===== src/rtl/sn76489_pkg.sv =====
// sn76489_pkg: shared constants and types for the SN76489 noise channel.
//   - noiseFeed encodings (noise_feed_e)
//   - rate counter reload values 16/32/64
//   - LFSR width, seed and white-noise tap for both the 15-bit and 16-bit
//     variants. The active variant is chosen by the SN76489_NOISE_15BIT_EN macro.
//     When the macro is undefined, the 16-bit variant is used.
package sn76489_pkg;

  typedef enum logic [1:0] {
    FEED_16    = 2'b00,
    FEED_32    = 2'b01,
    FEED_64    = 2'b10,
    FEED_TONE3 = 2'b11
  } noise_feed_e;

  localparam int         RATE_W    = 10;
  localparam logic [9:0] RELOAD_16 = 10'd16;
  localparam logic [9:0] RELOAD_32 = 10'd32;
  localparam logic [9:0] RELOAD_64 = 10'd64;

  localparam int          LFSR15_W    = 15;
  localparam logic [14:0] LFSR15_SEED = 15'h4000;
  localparam int          LFSR15_TAP  = 1;

  localparam int          LFSR16_W    = 16;
  localparam logic [15:0] LFSR16_SEED = 16'h8000;
  localparam int          LFSR16_TAP  = 3;

`ifdef SN76489_NOISE_15BIT_EN
  localparam int                LFSR_W    = LFSR15_W;
  localparam int                LFSR_TAP  = LFSR15_TAP;
  localparam logic [LFSR_W-1:0] LFSR_SEED = LFSR15_SEED;
`else
  localparam int                LFSR_W    = LFSR16_W;
  localparam int                LFSR_TAP  = LFSR16_TAP;
  localparam logic [LFSR_W-1:0] LFSR_SEED = LFSR16_SEED;
`endif

  // Reload value for the rate counter. The tone-3 mode never uses the counter,
  // so it reloads to the shortest period.
  function automatic logic [RATE_W-1:0] reload_for(input noise_feed_e feed);
    logic [RATE_W-1:0] r;
    case (feed)
      FEED_16: r = RELOAD_16;
      FEED_32: r = RELOAD_32;
      FEED_64: r = RELOAD_64;
      default: r = RELOAD_16;
    endcase
    return r;
  endfunction

endpackage


===== src/rtl/sn76489_noise_generator_lfsr.sv =====
// sn76489_lfsr: noise shift register with seed, feedback select and shift enable.
//   clock   : system clock
//   reset   : asynchronous active-high reset; loads the seed
//   reseed  : synchronous reload of the seed; this has priority over shift
//   shift   : shift right by one bit this cycle
//   white   : 1 = XOR feedback (white noise), 0 = rotate (periodic noise)
//   lfsr    : current register contents
// The width, the seed and the tap come from sn76489_pkg. They follow the
// SN76489_NOISE_15BIT_EN macro.
module sn76489_lfsr
  import sn76489_pkg::*;
(
  input  logic              clock,
  input  logic              reset,
  input  logic              reseed,
  input  logic              shift,
  input  logic              white,
  output logic [LFSR_W-1:0] lfsr
);

  logic [LFSR_W-1:0] lfsr_r;
  logic              feedback_s;

  // Select the bit that enters at the MSB.
  always_comb begin
    if (white) begin
      feedback_s = lfsr_r[0] ^ lfsr_r[LFSR_TAP];
    end else begin
      feedback_s = lfsr_r[0];
    end
  end

  // Shift register. A reseed wins over a shift in the same cycle.
  always_ff @(posedge clock or posedge reset) begin
    if (reset) begin
      lfsr_r <= LFSR_SEED;
    end else if (reseed) begin
      lfsr_r <= LFSR_SEED;
    end else if (shift) begin
      lfsr_r <= {feedback_s, lfsr_r[LFSR_W-1:1]};
    end else begin
      lfsr_r <= lfsr_r;
    end
  end

  assign lfsr = lfsr_r;

endmodule


===== src/rtl/sn76489_noise_generator.sv =====
// sn76489_noise_generator: SN76489 noise channel with a prescaler, a rate
// counter, a noise flip-flop, an LFSR and an attenuated output level.
//   clock         : system clock
//   reset         : asynchronous active-high reset
//   noiseFeed     : shift rate: 00/01/10 = 16/32/64 ticks, 11 = tone3Edge
//   noiseFeedback : 1 = white noise, 0 = periodic noise
//   attNoise      : attenuation. 0x0 is the loudest setting and 0xF is silent.
//   noiseWrite    : pulse on a write to the noise control register
//   tone3Edge     : pulse on each toggle of the tone-3 output
//   noiseOut      : registered linear output level
// Parameter PRESCALE sets the number of clocks per internal tick.
// The SN76489_NOISE_15BIT_EN macro selects the 15-bit LFSR. Without the macro,
// the LFSR is 16 bits.
module sn76489_noise_generator
  import sn76489_pkg::*;
#(
  parameter int PRESCALE = 16
) (
  input  logic       clock,
  input  logic       reset,
  input  logic [1:0] noiseFeed,
  input  logic       noiseFeedback,
  input  logic [3:0] attNoise,
  input  logic       noiseWrite,
  input  logic       tone3Edge,
  output logic [3:0] noiseOut
);

  localparam int               PRE_W    = (PRESCALE > 1) ? $clog2(PRESCALE) : 1;
  localparam logic [PRE_W-1:0] PRE_LAST = PRE_W'(PRESCALE - 1);

  logic [PRE_W-1:0]  prescale_r;
  logic              tick_s;
  logic [RATE_W-1:0] rate_r;
  logic [RATE_W-1:0] rate_next_s;
  logic              noise_ff_r;
  logic              noise_ff_next_s;
  logic              toggle_s;
  logic              shift_s;
  logic [LFSR_W-1:0] lfsr_s;
  logic [3:0]        level_s;
  logic [3:0]        noise_out_r;
  noise_feed_e       feed_s;

  // Decode the feed selection and the tick strobe.
  always_comb begin
    feed_s = noise_feed_e'(noiseFeed);
    tick_s = (prescale_r == PRE_LAST);
  end

  // Free-running modulo-PRESCALE prescaler. A register write does not disturb it.
  always_ff @(posedge clock or posedge reset) begin
    if (reset) begin
      prescale_r <= '0;
    end else if (tick_s) begin
      prescale_r <= '0;
    end else begin
      prescale_r <= prescale_r + PRE_W'(1);
    end
  end

  // Rate counter and flip-flop toggle source. A register write suppresses any
  // toggle in the same cycle. A feed change without a write is only picked up
  // at the next reload.
  always_comb begin
    rate_next_s = rate_r;
    toggle_s    = 1'b0;
    if (noiseWrite) begin
      rate_next_s = reload_for(feed_s);
    end else if (feed_s == FEED_TONE3) begin
      toggle_s = tone3Edge;
    end else if (tick_s) begin
      if (rate_r == 10'd1) begin
        rate_next_s = reload_for(feed_s);
        toggle_s    = 1'b1;
      end else begin
        rate_next_s = rate_r - 10'd1;
      end
    end else begin
      rate_next_s = rate_r;
    end
  end

  // Next flip-flop state. The LFSR steps only on the 0->1 edge of the flip-flop.
  always_comb begin
    if (noiseWrite) begin
      noise_ff_next_s = 1'b0;
    end else if (toggle_s) begin
      noise_ff_next_s = ~noise_ff_r;
    end else begin
      noise_ff_next_s = noise_ff_r;
    end
    shift_s = toggle_s & ~noise_ff_r;
    if (lfsr_s[0]) begin
      level_s = 4'hF - attNoise;
    end else begin
      level_s = 4'h0;
    end
  end

  // Rate counter, noise flip-flop and output level registers.
  always_ff @(posedge clock or posedge reset) begin
    if (reset) begin
      rate_r      <= RELOAD_16;
      noise_ff_r  <= 1'b0;
      noise_out_r <= 4'h0;
    end else begin
      rate_r      <= rate_next_s;
      noise_ff_r  <= noise_ff_next_s;
      noise_out_r <= level_s;
    end
  end

  sn76489_lfsr u_lfsr (
    .clock  (clock),
    .reset  (reset),
    .reseed (noiseWrite),
    .shift  (shift_s),
    .white  (noiseFeedback),
    .lfsr   (lfsr_s)
  );

  assign noiseOut = noise_out_r;

endmodule

===== config.mk =====
export PLATFORM = sky130hd
export DESIGN_NAME = sn76489_noise_generator
export DESIGN_NICKNAME = d
export VERILOG_FILES = /design/src/rtl/sn76489_pkg.sv /design/src/rtl/sn76489_noise_generator_lfsr.sv /design/src/rtl/sn76489_noise_generator.sv
export SDC_FILE = /design/constraint.sdc
export NUM_CORES = 1
export LEC_CHECK = 0
export ABC_AREA = 1
export BUFFER_PORTS_ARGS = -buffer_cell sky130_fd_sc_hd__buf_2
export CORE_MARGIN = 2
export CORE_UTILIZATION = 55
export CTS_BUF_LIST = sky130_fd_sc_hd__clkbuf_8
export CTS_CLUSTER_DIAMETER = 50
export DETAILED_ROUTE_END_ITERATION = 10
export PLACE_DENSITY_LB_ADDON = 0.12
export SYNTH_ARGS = -nofsm -noshare
export SYNTH_HDL_FRONTEND = slang
export SYNTH_HIERARCHICAL = 1
export SYNTH_SLANG_ARGS = --single-unit

===== constraint.sdc =====
create_clock -name clock -period 1.8 [get_ports clock]
set_input_delay 0.27 -clock clock [delete_from_list [all_inputs] [get_ports clock]]
set_output_delay 0.27 -clock clock [all_outputs]
set_load 0.1 [all_outputs]

Word level (Yosys, flattened, before mapping). Index checks and enable logic that the tools add are counted.

Flip-flop bits (word level): 35. Input port bits: 11. Output and inout port bits: 4.

Add/subtract/negate cells: 3. Eq/ne operators: 6. Muxes and demuxes: 16. Bitwise operators: 3. Reduce and logical (&&, ||, !) cells: 4.

Operators with widths (number): $mux W10 (4); $mux W16 (2); $pmux W7 S2 (1); $eq A10 B1 Y1 const B (1); $sub A10 B1 Y10 const B (1); $mux W4 (2); $mux W1 (7); $reduce_bool A2 Y1 (3); $add A4 B1 Y4 const B (1); $eq A2 B2 Y1 const B (2); $eq A4 B4 Y1 const B (1); $sub A4 B4 Y4 const A (1); $eq A2 B1 Y1 const B (1); $ne A2 B2 Y1 const B (1); $reduce_and A2 Y1 (1); $and A1 B1 Y1 (1); $not A1 Y1 (1); $xor A1 B1 Y1 (1).

Depth between registers and ports, before layout. Gate-level depths: netlist of the first run.

Depth in word-level cells: 8. Mapped depth: 14. Gate-level depth less buffers: 13.

Modules after synthesis. The synthesis of the first run kept the hierarchy.

Modules (own cells, without submodules): sn76489_noise_generator (instances 1, cells an instance 150, area an instance 1109.8 µm²); sn76489_lfsr (instances 1, cells an instance 61, area an instance 638.1 µm²).

Least setup slack after synthesis of the first run. No wires, ideal clock.

Kind: reg2reg. Start: register rate_r[1]. End: register u_lfsr.lfsr_r[10] (netlist: u_lfsr/lfsr[10]). Library setup time: 125 ps. Arrival: 1577 ps. Required time: 1675 ps. Setup slack: 98 ps. Cell stages (with the launch flop): 15. Path buffers: 1. Path through: dfrtp_1 -> inv_1 -> ha_1 -> inv_1 -> nor2_1 -> nand2_2 -> nor2_2 -> nand2_2 -> nand2_1 -> nand2_1 -> inv_1 -> inv_1 -> nand2_4 -> clkbuf_8 -> o22ai_1.

Cells in the longest elaborated chain, start to end: 7.

RTL lines: from (decl) (line sn76489_noise_generator.sv:34) `logic [RATE_W-1:0] rate_r;`; from (signal assigned) (line sn76489_noise_generator.sv:108) `rate_r <= rate_next_s;`; $eq A10 B1 Y1 (line sn76489_noise_generator.sv:73) `if (rate_r == 10'd1) begin`; $mux W1 (line sn76489_noise_generator.sv:73); $mux W1 (line sn76489_noise_generator.sv:72) `end else if (tick_s) begin`; $mux W1 (line sn76489_noise_generator.sv:70) `end else if (feed_s == FEED_TONE3) begin`; $mux W1 (line sn76489_noise_generator.sv:68) `if (noiseWrite) begin`; $and A1 B1 Y1 (line sn76489_noise_generator.sv:93) `shift_s = toggle_s & ~noise_ff_r;`; named net shift_s (line sn76489_noise_generator.sv:39) `logic shift_s;`; $reduce_bool A2 Y1 (no source line); to (signal assigned) (line sn76489_noise_generator_lfsr.sv:40) `lfsr_r <= {feedback_s, lfsr_r[LFSR_W-1:1]};`; to (signal assigned) (line sn76489_noise_generator_lfsr.sv:42) `lfsr_r <= lfsr_r;`; to (decl) (line sn76489_noise_generator_lfsr.sv:21) `logic [LFSR_W-1:0] lfsr_r;`.

The timed path passes the listed nets, and every way through them passes these cells. A chain may end at the register's enable or synchronous reset.

Worst setup path in the final report of the first run. Same ends and word-level chain as after synthesis.

==> results of run 1 <==
routing by layer:
layer  vias up  track usage, %  part of all wire [%]
met5         -               0                     0
met4         0            8.89                   1.4
met3         6            5.97                   3.3
met2        25            35.9                    50
met1       662            26.1                    46
li1        704               -                     -
final cells by class:
| class | instances | share of cell area, % |
|---|---|---|
| clock buffer | 5 | 3.34 |
| inverter | 46 | 8.86 |
| sequential | 35 | 42.6 |
| clock inverter | 3 | 0.607 |
| timing repair buffer | 15 | 3.76 |
| tap | 44 | 2.67 |
| multi-input combinational | 130 | 38.2 |
report_power, final:
part	internal, mW	total [mW]	switching [mW]
registers	0.816	0.848	0.0312
logic	0.0770	0.227	0.150
clock network	0.260	0.528	0.268
critical path, cell delays in order, from the launching register on:
cell and delay, ns:
dfrtp_1 0.39, inv_2 0.07, ha_1 0.14, inv_1 0.03, nor2_1 0.10, nand2_2 0.09, nor2_4 0.13, nand2_2 0.08
nand2_1 0.09, nand2_2 0.08, clkinv_4 0.10, inv_4 0.06, nand2_4 0.11, o22ai_1 0.09
registers in the layout, summed over array words and instances, names as in the netlist:
name,flops
noise_ff_r,1
rate_r,10
u_lfsr/lfsr,16
noiseOut,4
prescale_r,4
final timing paths:
path                       slack, ns               to   startpoint
min in group clock              0.12      noiseOut[3]  attNoise[3]
max in group asynchronous       1.23    prescale_r[3]        reset
min                             0.06  u_lfsr/lfsr[11]        reset
max                             0.11  u_lfsr/lfsr[10]    rate_r[1]
min reg2reg                     0.49        rate_r[4]    rate_r[4]
max reg2reg                     0.11  u_lfsr/lfsr[10]    rate_r[1]
cell families after synthesis:
logic type      after synthesis
compound gates               25
buf+inv                      48
simple gates                 97
fa+ha+maj                     6
flops                        35
stage by stage:
step,setup TNS (ns),instances,utilization [%]
3_5_place_dp,-0.0132,267,61.0
5_1_grt,-0.0682,278,68.1
6_report,0,278,68.1
4_1_cts,0,276,64.3
3_3_place_gp,0,267,61.0
2_1_floorplan,0,211,-
timing repair:
action	CTS	global route
gates resized for setup	4	21
buffers inserted	0	1
setup endpoints to repair	15	16
gates cloned	1	1
pin swaps	1	0
cells in the final DEF, fill, tap and decap left out, types with 5 or more instances in the layout:
master / n
inv_1: 40
nand2_1: 38
dfrtp_1: 33
nor2_1: 22
nand3_1: 16
buf_2: 14
o22ai_2: 7
nand2_2: 6
o22ai_1: 6
inv_2: 5
o21ai_0: 5
ha_1: 5
clkbuf_8: 5
==> metrics.cfg, run 1 <==
[die]
die_h_um=60.4
fp.dieW_um=60.4
fp.coreArea_um2=3030
ioPinCount=15
initial_core_util_pct=57.7
die_area_um2=3650
rows=20

[yosys]
synth_cell_types=23
syn-instance-count=211
synth_fp_nets=228
yosys.area.top_type=dfrtp_1
synth_edf_count=0
ys_seq_area_share_pct=50.3
synth_top_area_share_pct=47.2
ys_ff_latch=35
synth_most_common_cell=inv_1
avgSynthCellArea_um2=8.28
synth_area_leaders=dfrtp_1 47%, inv_1 9.0%, nand2_1 8.4%
yosys-top-cells-count=42 x inv_1, 39 x nand2_1, 33 x dfrtp_1
synthArstFlopShare_pct=100
yosysWarnings=6
synth_top_family_by_area=simple AND/OR/NAND/NOR gates
synthAdderAreaFrac_pct=4.29
synth_ff_type=dfrtp_1
synthMuxAreaShare_pct=0
synth-simple-area-share_pct=25.7
synth_compound_area_share_pct=8.30
synth_area_um2=1750
synth-xor-area-share_pct=0

[power]
power.leakage_nw=1.03
total_power_mw=1.60
peakVddDrop_v=0.000570
power_density_nw_per_um2=777

[sta]
fmax_mhz=592
finalCritPeriodShare_pct=93.8
drv_slew=0
worst_pin_slew_ns=0.727
fin_skew_ns=0.00957
setup_ws_ns=0.111
rsz0062_at_grt=yes
slew_headroom_pct=51.5
hold-worst-slack_ns=0.0573
report.final.hold_viol_count=0
min_period_ns=1.69
setup_violations=0

[cts]
cts_hold_buf=0
cts_tree=built
cts_root_buf=clkbuf_8
htree_levels=2
clock_path_buffers=2
cts_buffers=5
cts_sinks=35
clkTransAtPathRegs_ns=0.07
clk_latency_ns=0.29

[setup_path]
critPathKind=reg2reg
cp_max_fo=7
crit_path_start_kind=register
end_kind=register
required_ns=1.97
rr_worst_depth=13
worstPathArrival_ns=1.86

[cells_and_area]
fill_cells=248
design_area_um2=2060
area.growth.synth_to_final_pct=18.0
diodes=0
finalNetCount=250
seqCellArea_um2=878
multi_input_area_um2=787
layout-drive-gt1-share_pct=24.8

[placed_design]
dpl_cell_area_um2=1850
place.gp.congestion=0.892
dpl_worst_slack_ns=-0.0132
dpl.hpwl_um=2370
port_buffers=14

[routing]
wl_per_cell_um=12.7
ant_nets=0
dr.pass1.iters=4
routed_wl_um=3530
vias=1397
via_per_inst=5.03
drt_drc_violations_left=0
drt_iter0_drc=81

[job]
maxCapViolations=0

[global_route]
grt_max_degree=20
gr-total-overflow=0
grt_pass1_wl_um=5650
track_usage_pct=21.4
grt_pass1_vias=1344
antenna_found_initial=0

[status]
outcome=complete, no violations

[hold_path]
min_path_type=in2async

(Power assumes the default switching activity.)
==> run 2, diff against run 1 <==
Settings changed: CORE_UTILIZATION 55 to 34.
==> run 2 against run 1 <==
Flip-flop and latch count stayed put. Sequential power decreased by 0.7%. Via count down 3.0%. Total power increased by 3.3%. Fmax grew 3.6%. Non-clock buffer count is 3 higher. First-iteration DRC count down 41%. Clock power grew 11%. Critical path type unchanged. Largest power group unchanged.
==> metrics.cfg, run 2 (same netlist as run 1, synthesis figures left out) <==
[setup_path]
crit_path_start_kind=register
cpMostUsedCell=nand2_2
worstPathArrival_ns=1.80
end_kind=register
critPathKind=reg2reg
rr_worst_depth=13
cp_max_fo=8
worst_path_largest_cell_delay_ns=0.40
crit_chain=inv_2 > ha_1 > inv_1 > nor2_2 > nand2_2 > nor2_4 > nand2_2 > nand2_1 > nand2_2 > inv_4 > inv_4 > nand2_4 > o22ai_1
crit_slowest_cell=dfrtp_1
required_ns=1.97

[status]
outcome=complete, no violations

[power]
total_power_mw=1.66
power.internal_mw=1.17
switching_share_pct=29.3
power.share.clock_pct=35.4
pwr-share-comb_pct=13.7
seqPwrFrac_pct=50.9
switchingPower_mw=0.485
peakVddDrop_v=0.000435
power_density_nw_per_um2=802
power.leakage_nw=1.03

[sta]
drv_slew=0
worst_pin_slew_ns=0.591
min_period_ns=1.63
fin_setup_tns_ns=0
report.final.hold_viol_count=0
slew_headroom_pct=60.5
fmax_mhz=613
rsz0062_at_grt=no
fin_skew_ns=0.00500
finalCritPeriodShare_pct=90.6
setup_ws_ns=0.169
setup_violations=0

[cts]
htree_levels=2
cts_buffers=5
cts_tree=built
cts_sinks=35
clkTransAtPathRegs_ns=0.08
cts_hold_buf=0
clock_path_buffers=2
postCtsSetupBuffers=0
cts_root_buf=clkbuf_8
clk_latency_ns=0.29

[job]
maxCapViolations=0

[die]
ioPinCount=15
fp.coreArea_um2=5040
die_area_um2=5730
rows=26
die_h_um=75.7
initial_core_util_pct=34.7
fp.dieW_um=75.7

[cells_and_area]
layout_common_cells=39 x inv_1, 38 x nand2_1, 33 x dfrtp_1, 21 x nor2_1, 17 x nand3_1
finalNetCount=252
fill_cells=538
layout-drive-gt1-share_pct=23.7
diodes=0
final_common_cell=inv_1
area.growth.synth_to_final_pct=18.1
largest_reg_flops=16

[placed_design]
dpl.hpwl_um=2370
port_buffers=14
dpl_worst_slack_ns=0.0140
place.gp.congestion=0.750

[global_route]
antenna_found_initial=0
grt_pass1_wl_um=5870
grt_max_degree=20
grt_pass1_vias=1303
track_usage_pct=13.7
gr-total-overflow=0

[routing]
ant_nets=0
routed_wl_um=3340
drt_iter0_drc=48
via_per_inst=4.43
drt_drc_violations_left=0
vias=1355
dr.pass1.iters=4
wl_per_cell_um=10.9

[hold_path]
min_path_type=in2async

## run 2: repair_timing
item | in CTS | in global routing
pin swaps | 0 | 1
resized for setup | 2 | 13
setup endpoints to repair | 8 | 16
cloned | 0 | 1
## run 2: layer usage
metal  GRT usage (%)  wire (µm)  up-vias
li1                -          -      710
met1            18.0       1560      623
met2            21.0       1600       17
met3            4.63        130        5
met4            5.46         44        0
met5               0          0        -
## run 2: final timing paths
check	startpoint	end	slack, ns
setup / recovery	rate_r[1]	u_lfsr/lfsr[7]	0.17
hold / removal	reset	rate_r[2]	0.0008
hold reg to reg	rate_r[4]	rate_r[4]	0.50
setup reg to reg	rate_r[1]	u_lfsr/lfsr[7]	0.17
min in group clock	attNoise[3]	noiseOut[3]	0.12
max in group asynchronous	reset	u_lfsr/lfsr[0]	1.37
## run 2: power groups by stage
stage / logic, mW / clock network (mW) / registers, mW
finish: 0.228 / 0.586 / 0.842
global route: 0.262 / 0.654 / 0.847
CTS: 0.223 / 0.622 / 0.842
detailed placement: 0.221 / 0 / 0.858
global placement: 0.219 / 0 / 0.859
floorplan: 0.163 / 0 / 0.853
## run 2: metrics by stage
| stage | instance area, µm² | utilization (%) | hold slack (ns) | std cells |
|---|---|---|---|---|
| 2_1_floorplan | 1750 | - | 0.183 | 211 |
| 3_3_place_gp | 1910 | 37.9 | 0.329 | 297 |
| 3_5_place_dp | 1910 | 37.9 | 0.332 | 297 |
| 4_1_cts | 2010 | 39.8 | 0.0113 | 305 |
| 5_1_grt | 2060 | 40.9 | 0.0191 | 306 |
| 6_report | 2060 | 40.9 | 0.000815 | 306 |
## run 2: final cells by class
class	instances	area (µm²)	area share, %
Sequential cell	35	878	42.5
Clock buffer	5	68.8	3.33
Timing Repair Buffer	18	100	4.85
Clock inverter	3	23.8	1.15
Inverter	46	180	8.73
Tap cell	70	87.6	4.24
Multi-Input combinational cell	129	726	35.2
## run 2: worst max-delay path, delay by kind of cell, from the launching register on
| kind | cells | cell delay (ns) |
|---|---|---|
| AOI/OAI and AO/OA | 1 | 0.09 |
| adders and majority gates | 1 | 0.13 |
| DFF | 1 | 0.40 |
| buffers and inverters | 4 | 0.28 |
| and+or+nand+nor | 7 | 0.62 |
